`src/rtl/multicycle_control_unit_if.sv`:
```
// Control bundle between the multi-cycle control FSM (master) and the datapath / IR / memory side (slave).
interface multicycle_control_unit_if;
  logic [6:0] opcode_i;
  logic       mem_ready_i;
  logic       pc_write_o;
  logic       pc_write_cond_o;
  logic       pc_src_o;
  logic       ir_write_o;
  logic       i_or_d_o;
  logic       mem_read_o;
  logic       mem_write_o;
  logic       reg_write_o;
  logic [1:0] mem_to_reg_o;
  logic [1:0] alu_src_a_o;
  logic [1:0] alu_src_b_o;
  logic [2:0] alu_op_o;
  logic       illegal_o;
  logic       mem_timeout_o;
  logic [3:0] state_o;

  modport master (
    input  opcode_i, mem_ready_i,
    output pc_write_o, pc_write_cond_o, pc_src_o, ir_write_o, i_or_d_o,
           mem_read_o, mem_write_o, reg_write_o, mem_to_reg_o,
           alu_src_a_o, alu_src_b_o, alu_op_o, illegal_o, mem_timeout_o, state_o
  );

  modport slave (
    output opcode_i, mem_ready_i,
    input  pc_write_o, pc_write_cond_o, pc_src_o, ir_write_o, i_or_d_o,
           mem_read_o, mem_write_o, reg_write_o, mem_to_reg_o,
           alu_src_a_o, alu_src_b_o, alu_op_o, illegal_o, mem_timeout_o, state_o
  );
endinterface

```
`src/rtl/multicycle_control_unit.sv`:
```
// Main control FSM of the multi-cycle RISC-V core with a memory handshake timeout.
// Optional feature: define JAL_EN to add the JAL state (opcode 1101111); otherwise JAL decodes as illegal.
module multicycle_control_unit #(
  parameter int TIMEOUT_CYCLES = 16
) (
  input logic                       clk,
  input logic                       reset,
  multicycle_control_unit_if.master bus
);

  typedef enum logic [3:0] {
    S_RESET    = 4'd0,
    S_FETCH    = 4'd1,
    S_DECODE   = 4'd2,
    S_EXEC_R   = 4'd3,
    S_EXEC_I   = 4'd4,
    S_EXEC_LUI = 4'd5,
    S_ALU_WB   = 4'd6,
    S_MEM_ADDR = 4'd7,
    S_MEM_RD   = 4'd8,
    S_MEM_WB   = 4'd9,
    S_MEM_WR   = 4'd10,
    S_BRANCH   = 4'd11,
    S_JAL      = 4'd12
  } state_t;

  typedef struct packed {
    logic       pc_write;
    logic       pc_write_cond;
    logic       pc_src;
    logic       i_or_d;
    logic       mem_read;
    logic       mem_write;
    logic       reg_write;
    logic [1:0] mem_to_reg;
    logic [1:0] alu_src_a;
    logic [1:0] alu_src_b;
    logic [2:0] alu_op;
  } moore_t;

  localparam logic [6:0] OP_R      = 7'b0110011;
  localparam logic [6:0] OP_I      = 7'b0010011;
  localparam logic [6:0] OP_LUI    = 7'b0110111;
  localparam logic [6:0] OP_LOAD   = 7'b0000011;
  localparam logic [6:0] OP_STORE  = 7'b0100011;
  localparam logic [6:0] OP_BRANCH = 7'b1100011;
  localparam logic [6:0] OP_JAL    = 7'b1101111;

  localparam logic [7:0] WAIT_LAST = 8'(TIMEOUT_CYCLES - 1);

  function automatic moore_t decode_state(state_t s);
    moore_t m;
    m = '0;
    case (s)
      S_FETCH: begin
        m.mem_read  = 1'b1;
        m.alu_src_b = 2'b01;
        m.alu_op    = 3'b110;
      end
      S_DECODE: begin
        m.alu_src_a = 2'b11;
        m.alu_src_b = 2'b10;
        m.alu_op    = 3'b110;
      end
      S_EXEC_R: begin
        m.alu_src_a = 2'b01;
        m.alu_src_b = 2'b00;
        m.alu_op    = 3'b000;
      end
      S_EXEC_I: begin
        m.alu_src_a = 2'b01;
        m.alu_src_b = 2'b10;
        m.alu_op    = 3'b001;
      end
      S_EXEC_LUI: begin
        m.alu_src_a = 2'b10;
        m.alu_src_b = 2'b10;
        m.alu_op    = 3'b100;
      end
      S_ALU_WB: m.reg_write = 1'b1;
      S_MEM_ADDR: begin
        m.alu_src_a = 2'b01;
        m.alu_src_b = 2'b10;
        m.alu_op    = 3'b110;
      end
      S_MEM_RD: begin
        m.mem_read = 1'b1;
        m.i_or_d   = 1'b1;
      end
      S_MEM_WB: begin
        m.reg_write  = 1'b1;
        m.mem_to_reg = 2'b01;
      end
      S_MEM_WR: begin
        m.mem_write = 1'b1;
        m.i_or_d    = 1'b1;
      end
      S_BRANCH: begin
        m.alu_src_a     = 2'b01;
        m.alu_src_b     = 2'b00;
        m.alu_op        = 3'b101;
        m.pc_write_cond = 1'b1;
        m.pc_src        = 1'b1;
      end
`ifdef JAL_EN
      S_JAL: begin
        m.reg_write  = 1'b1;
        m.mem_to_reg = 2'b10;
        m.pc_write   = 1'b1;
        m.pc_src     = 1'b1;
      end
`endif
      default: m = '0;
    endcase
    return m;
  endfunction

  state_t     state;
  state_t     state_nxt;
  moore_t     moore;
  logic [7:0] wait_cnt;
  logic       waiting;
  logic       timed_out;
  logic       fetch_done;
  logic       legal_op;

  assign waiting    = (state == S_FETCH) || (state == S_MEM_RD) || (state == S_MEM_WR);
  assign timed_out  = waiting && !bus.mem_ready_i && (wait_cnt == WAIT_LAST);
  assign fetch_done = (state == S_FETCH) && bus.mem_ready_i;

  always_comb begin
    legal_op = 1'b0;
    case (bus.opcode_i)
      OP_R, OP_I, OP_LUI, OP_LOAD, OP_STORE, OP_BRANCH: legal_op = 1'b1;
`ifdef JAL_EN
      OP_JAL: legal_op = 1'b1;
`endif
      default: legal_op = 1'b0;
    endcase
  end

  always_comb begin
    state_nxt = state;
    case (state)
      S_RESET:  state_nxt = S_FETCH;
      S_FETCH:  state_nxt = bus.mem_ready_i ? S_DECODE : S_FETCH;
      S_DECODE: begin
        case (bus.opcode_i)
          OP_R:               state_nxt = S_EXEC_R;
          OP_I:               state_nxt = S_EXEC_I;
          OP_LUI:             state_nxt = S_EXEC_LUI;
          OP_LOAD, OP_STORE:  state_nxt = S_MEM_ADDR;
          OP_BRANCH:          state_nxt = S_BRANCH;
`ifdef JAL_EN
          OP_JAL:             state_nxt = S_JAL;
`endif
          default:            state_nxt = S_FETCH;
        endcase
      end
      S_EXEC_R, S_EXEC_I, S_EXEC_LUI: state_nxt = S_ALU_WB;
      S_MEM_ADDR: state_nxt = (bus.opcode_i == OP_LOAD) ? S_MEM_RD : S_MEM_WR;
      S_MEM_RD: begin
        if (bus.mem_ready_i)  state_nxt = S_MEM_WB;
        else if (timed_out)   state_nxt = S_FETCH;
        else                  state_nxt = S_MEM_RD;
      end
      S_MEM_WR: state_nxt = (bus.mem_ready_i || timed_out) ? S_FETCH : S_MEM_WR;
      default:  state_nxt = S_FETCH;
    endcase
  end

  // A timeout back into FETCH counts as a fresh entry, so the counter restarts.
  always_ff @(posedge clk or negedge reset) begin
    if (!reset) begin
      state    <= S_RESET;
      moore    <= '0;
      wait_cnt <= '0;
    end else begin
      state    <= state_nxt;
      moore    <= decode_state(state_nxt);
      wait_cnt <= (waiting && (state_nxt == state) && !timed_out) ? wait_cnt + 8'd1 : 8'd0;
    end
  end

  assign bus.pc_write_o      = fetch_done || moore.pc_write;
  assign bus.ir_write_o      = fetch_done;
  assign bus.pc_write_cond_o = moore.pc_write_cond;
  assign bus.pc_src_o        = moore.pc_src;
  assign bus.i_or_d_o        = moore.i_or_d;
  assign bus.mem_read_o      = moore.mem_read;
  assign bus.mem_write_o     = moore.mem_write;
  assign bus.reg_write_o     = moore.reg_write;
  assign bus.mem_to_reg_o    = moore.mem_to_reg;
  assign bus.alu_src_a_o     = moore.alu_src_a;
  assign bus.alu_src_b_o     = moore.alu_src_b;
  assign bus.alu_op_o        = moore.alu_op;
  assign bus.illegal_o       = (state == S_DECODE) && !legal_op;
  assign bus.mem_timeout_o   = timed_out;
  assign bus.state_o         = state;

endmodule

```
`src/flat_wrapper.sv`:
```
// flat-port wrapper written by rule: the top's interface ports become plain ports
module multicycle_control_unit_flat 
#(
  parameter int TIMEOUT_CYCLES = 16
)
  (clk, reset, bus_opcode_i, bus_mem_ready_i, bus_pc_write_o, bus_pc_write_cond_o, bus_pc_src_o, bus_ir_write_o, bus_i_or_d_o, bus_mem_read_o, bus_mem_write_o, bus_reg_write_o, bus_mem_to_reg_o, bus_alu_src_a_o, bus_alu_src_b_o, bus_alu_op_o, bus_illegal_o, bus_mem_timeout_o, bus_state_o);
  multicycle_control_unit_if bus_i ();
  input logic clk;
  input logic reset;
  input wire logic [$bits(bus_i.opcode_i)-1:0] bus_opcode_i;
  input wire logic [$bits(bus_i.mem_ready_i)-1:0] bus_mem_ready_i;
  output wire logic [$bits(bus_i.pc_write_o)-1:0] bus_pc_write_o;
  output wire logic [$bits(bus_i.pc_write_cond_o)-1:0] bus_pc_write_cond_o;
  output wire logic [$bits(bus_i.pc_src_o)-1:0] bus_pc_src_o;
  output wire logic [$bits(bus_i.ir_write_o)-1:0] bus_ir_write_o;
  output wire logic [$bits(bus_i.i_or_d_o)-1:0] bus_i_or_d_o;
  output wire logic [$bits(bus_i.mem_read_o)-1:0] bus_mem_read_o;
  output wire logic [$bits(bus_i.mem_write_o)-1:0] bus_mem_write_o;
  output wire logic [$bits(bus_i.reg_write_o)-1:0] bus_reg_write_o;
  output wire logic [$bits(bus_i.mem_to_reg_o)-1:0] bus_mem_to_reg_o;
  output wire logic [$bits(bus_i.alu_src_a_o)-1:0] bus_alu_src_a_o;
  output wire logic [$bits(bus_i.alu_src_b_o)-1:0] bus_alu_src_b_o;
  output wire logic [$bits(bus_i.alu_op_o)-1:0] bus_alu_op_o;
  output wire logic [$bits(bus_i.illegal_o)-1:0] bus_illegal_o;
  output wire logic [$bits(bus_i.mem_timeout_o)-1:0] bus_mem_timeout_o;
  output wire logic [$bits(bus_i.state_o)-1:0] bus_state_o;
  assign bus_i.opcode_i = bus_opcode_i;
  assign bus_i.mem_ready_i = bus_mem_ready_i;
  assign bus_pc_write_o = bus_i.pc_write_o;
  assign bus_pc_write_cond_o = bus_i.pc_write_cond_o;
  assign bus_pc_src_o = bus_i.pc_src_o;
  assign bus_ir_write_o = bus_i.ir_write_o;
  assign bus_i_or_d_o = bus_i.i_or_d_o;
  assign bus_mem_read_o = bus_i.mem_read_o;
  assign bus_mem_write_o = bus_i.mem_write_o;
  assign bus_reg_write_o = bus_i.reg_write_o;
  assign bus_mem_to_reg_o = bus_i.mem_to_reg_o;
  assign bus_alu_src_a_o = bus_i.alu_src_a_o;
  assign bus_alu_src_b_o = bus_i.alu_src_b_o;
  assign bus_alu_op_o = bus_i.alu_op_o;
  assign bus_illegal_o = bus_i.illegal_o;
  assign bus_mem_timeout_o = bus_i.mem_timeout_o;
  assign bus_state_o = bus_i.state_o;
  multicycle_control_unit #(.TIMEOUT_CYCLES(TIMEOUT_CYCLES)) u_core (.clk(clk), .reset(reset), .bus(bus_i));
endmodule
```
`config.mk`:
```
export PLATFORM = sky130hd
export DESIGN_NAME = multicycle_control_unit_flat
export DESIGN_NICKNAME = d
export VERILOG_FILES = /design/src/rtl/multicycle_control_unit_if.sv /design/src/rtl/multicycle_control_unit.sv /design/src/flat_wrapper.sv
export SDC_FILE = /design/constraint.sdc
export NUM_CORES = 1
export LEC_CHECK = 0
export ABC_AREA = 0
export CORE_MARGIN = 1.5
export CORE_UTILIZATION = 43
export CTS_CLUSTER_DIAMETER = 150
export DETAILED_ROUTE_END_ITERATION = 6
export GPL_TIMING_DRIVEN = 0
export PLACE_DENSITY = 0.79
export SYNTH_ARGS = -nofsm -noshare
export SYNTH_HDL_FRONTEND = slang
export SYNTH_SLANG_ARGS = --single-unit
export TNS_END_PERCENT = 1
```
`constraint.sdc`:
```
create_clock -name clk -period 1.8 [get_ports clk]
set_input_delay 0.18 -clock clk [delete_from_list [all_inputs] [get_ports clk]]
set_output_delay 0.18 -clock clk [all_outputs]
set_load 0.005 [all_outputs]
```
==> results.yml <==
status:
  outcome: "complete, but fails checks"
  violations: "DRC, setup timing"
hold_path:
  hold_path.class: "input pin to asynchronous set/reset pin"
global_route:
  overflow: 0
  antenna_found_initial: 0
  grt_usage_pct: 18.5
  grt_pass1_wl_mm: 4.77
  grt_pass1_vias: 1088
  grt_max_degree: 26
timing:
  final-max-slew-violation-count: 0
  hold_slack_ns: 0.423
  relSlewSlack_pct: 27.7
  setup_viol_count_final: 8
  fin_skew_ns: 0.00248
  fmax_mhz: 527
  fin_crit_sh_pct: 105
  rsz0062_at_grt: "yes"
  finalWorstSetupSlack_ns: -0.0977
  finalHoldViolCount: 0
  tightest_slew_ns: 1.08
  min_period_ns: 1.90
drt:
  drt_first_iter_violations: 28
  ant_nets: 0
  routed_via_density: 5.56
  wl_per_cell_um: 15.3
  drt_drc_violations_left: 3
  dr.pass1.iters: 6
  vias: 1134
  drt_wl_total_mm: 3.12
layout:
  ff_latch_area_um2: 629
  antenna_cells: 0
  final_cells: 204
  final_nets: 185
  utilization_pct: 66.4
  syn2layout_area_growth_pct: 42.9
  drive_gt1_share_pct: 31.2
  multiInputGateArea_um2: 702
  fillCellCount: 219
logic_synthesis:
  yosysWarningCount: 0
  ys_seq_elements: 25
  synth_fp_nets: 138
  ys.flop_type: "dfrtp_1"
  synth_cells: 127
  syn_avg_cell_area_um2: 10.4
  synth_edf_count: 0
  synth_cell_types: 44
  ys_async_sr_fraction_pct: 100
  ys_seq_area_share_pct: 47.6
  syn-cell-area_mm2: 0.00132
power_and_ir_drop:
  powerDensity_mw_per_mm2: 1450
  p_total_mw: 2.72
  ir_drop_v: 0.000796
  p_leak_nw: 0.843
clock_network:
  clk_pin_slew_ns: 0.14
  clock_sink_count: 25
  cts-root-buf: "clkbuf_4"
  numCtsBuffers: 3
  htreeDepth: 1
  insertion_delay_ns: 0.32
  cts_tree: "yes"
  clock_path_buffers: 2
  cts_hold_buf: 0
critical_path:
  cp_data_required_time_ns: 2.04
  crit_chain: "nor4_4 -> nand3b_1 -> a311oi_4 -> nand2_1 -> o31ai_1"
  endpoint: "u_core.bus.alu_op_o[1]$_DFF_PN0_"
  criticalPathCategory: "flip-flop to flip-flop"
  r2r_cells: 5
  crit_fanout: 6
  cpPeakStageDelay_ns: 0.46
  worst-endpoint-arrival_ns: 2.14
  timing.rr.start: "u_core.wait_cnt[6]$_DFF_PN0_"
  worst_path_max_delay_cell: "a311oi_4"
  reg2reg_slack_ns: -0.1
  rr_endpoint: "u_core.bus.alu_op_o[1]$_DFF_PN0_"
  crit_path_end_kind: "flip-flop"
  timing.critical_path.from: "u_core.wait_cnt[6]$_DFF_PN0_"
  cp-start-kind: "flip-flop"
floorplan:
  io_pins: 33
  die_area_mm2: 0.00340
  rows: 19
  die_w_um: 58.3
  fp.dieH_um: 58.3
  core_mm2: 0.00283
  start_util_pct: 46.5
place:
  gp_congestion: 0.791
  place_ws_ns: -0.297
  placed_cells: 189
  port_buffers: 31
  hpwl_mm: 2.06
job:
  drv_cap: 0
==> power by group <==
part | switching, mW | leakage, nW | internal [mW]
combinational | 0.815 | 0.495 | 0.834
sequential | 0.0921 | 0.330 | 0.720
clock | 0.175 | 0.0177 | 0.0835
==> critical path: cells and delay by family, from the launching register on <==
| family | cells | cell delay [ns] |
|---|---|---|
| compound gates | 2 | 0.68 |
| flops | 1 | 0.45 |
| simple gates | 3 | 0.68 |
==> what timing repair did <==
| item | in CTS | in global routing |
|---|---|---|
| buffers inserted | 6 | 5 |
| resized for setup | 19 | 15 |
| endpoints found under the setup margin | 15 | 12 |
| endpoints found under the hold margin | 0 | 0 |
| pin swaps | 4 | 11 |
==> cell usage in the layout, fill, tap and decap left out, drive strengths merged, types with 3 or more instances in the layout <==
cell type      count
a21oi              3
a31oi              4
and3               3
buf               18
clkbuf             4
clkdlybuf4s50     27
dfrtp             25
inv                8
nand2              8
nand2b             3
nand3              5
nand3b             3
nor2              19
nor3               6
o31ai              5
xnor2              5
==> kinds of logic after synthesis <==
kind of cell | Yosys count | synth area share [%]
AND/OR/NAND/NOR | 57 | 26.6
flip-flops | 25 | 47.6
AO/OA/AOI/OAI | 21 | 13.1
buffers and inverters | 15 | 6.75
XOR/XNOR | 7 | 4.66
adder cells (fa/ha/maj) | 1 | 0.951
other | 1 | 0.285
==> state kept, by name, summed over array words and instances (netlist names), 2 cells and up <==
name	cells
u_core.bus.alu_op_o	3
u_core.bus.alu_src_a_o	2
u_core.bus.alu_src_b_o	2
u_core.bus.state_o	4
u_core.wait_cnt	8
==> routing by layer <==
metal	global-route usage (%)	vias up	part of all wire, %
met1	22.5	559	40
met4	7.97	0	1.2
met3	4.18	4	5.3
li1	-	532	-
met5	0	-	0
met2	31.6	39	53
==> synth_stat cells (all sizes together) (2+ instances only) <==
| cell type | instances | area, um^2 |
|---|---|---|
| a21oi | 3 | 18.8 |
| a31oi | 4 | 25.0 |
| and3 | 3 | 23.8 |
| buf | 6 | 53.8 |
| dfrtp | 25 | 626 |
| inv | 8 | 30.0 |
| nand2 | 8 | 30.0 |
| nand2b | 3 | 18.8 |
| nand3 | 5 | 25.0 |
| nand3b | 3 | 35.0 |
| nor2 | 19 | 71.3 |
| nor2b | 2 | 15.0 |
| nor3 | 6 | 35.0 |
| o21ai | 2 | 10.0 |
| o311ai | 2 | 17.5 |
| o31ai | 5 | 37.5 |
| or4 | 2 | 18.8 |
| xnor2 | 5 | 43.8 |
| xor2 | 2 | 17.5 |
==> final cells by class <==
type	count	share of cell area [%]
repair buffers	42	20.6
plain buffers	6	3.20
inverters	9	1.86
flip-flops and latches	25	33.5
clock inverters	1	0.266
clock buffers	3	1.20
well taps	31	2.06
multi-input cells	87	37.4
==> worst min-delay path by stage <==
stage                                 startpoint                                to  slack, ns  cells past startpoint
floorplan                                  reset  u_core.bus.alu_op_o[0]$_DFF_PN0_      -0.12                      0
detailed placement  u_core.wait_cnt[0]$_DFF_PN0_      u_core.wait_cnt[0]$_DFF_PN0_       0.47                      1
global placement    u_core.wait_cnt[0]$_DFF_PN0_      u_core.wait_cnt[0]$_DFF_PN0_       0.45                      1
global route                               reset  u_core.bus.alu_op_o[0]$_DFF_PN0_       0.52                      1
CTS                                        reset  u_core.bus.alu_op_o[0]$_DFF_PN0_       0.47                      1
finish                                     reset      u_core.wait_cnt[7]$_DFF_PN0_       0.42                      1
==> metrics by stage <==
step / area (um^2) / TNS, ns
floorplan: 1320 / -0.0598
global placement: 1660 / -1.76
detailed placement: 1660 / -2.30
CTS: 1780 / -0.440
global route: 1880 / -1.17
finish: 1880 / -0.363
(Power assumes the default switching activity.)
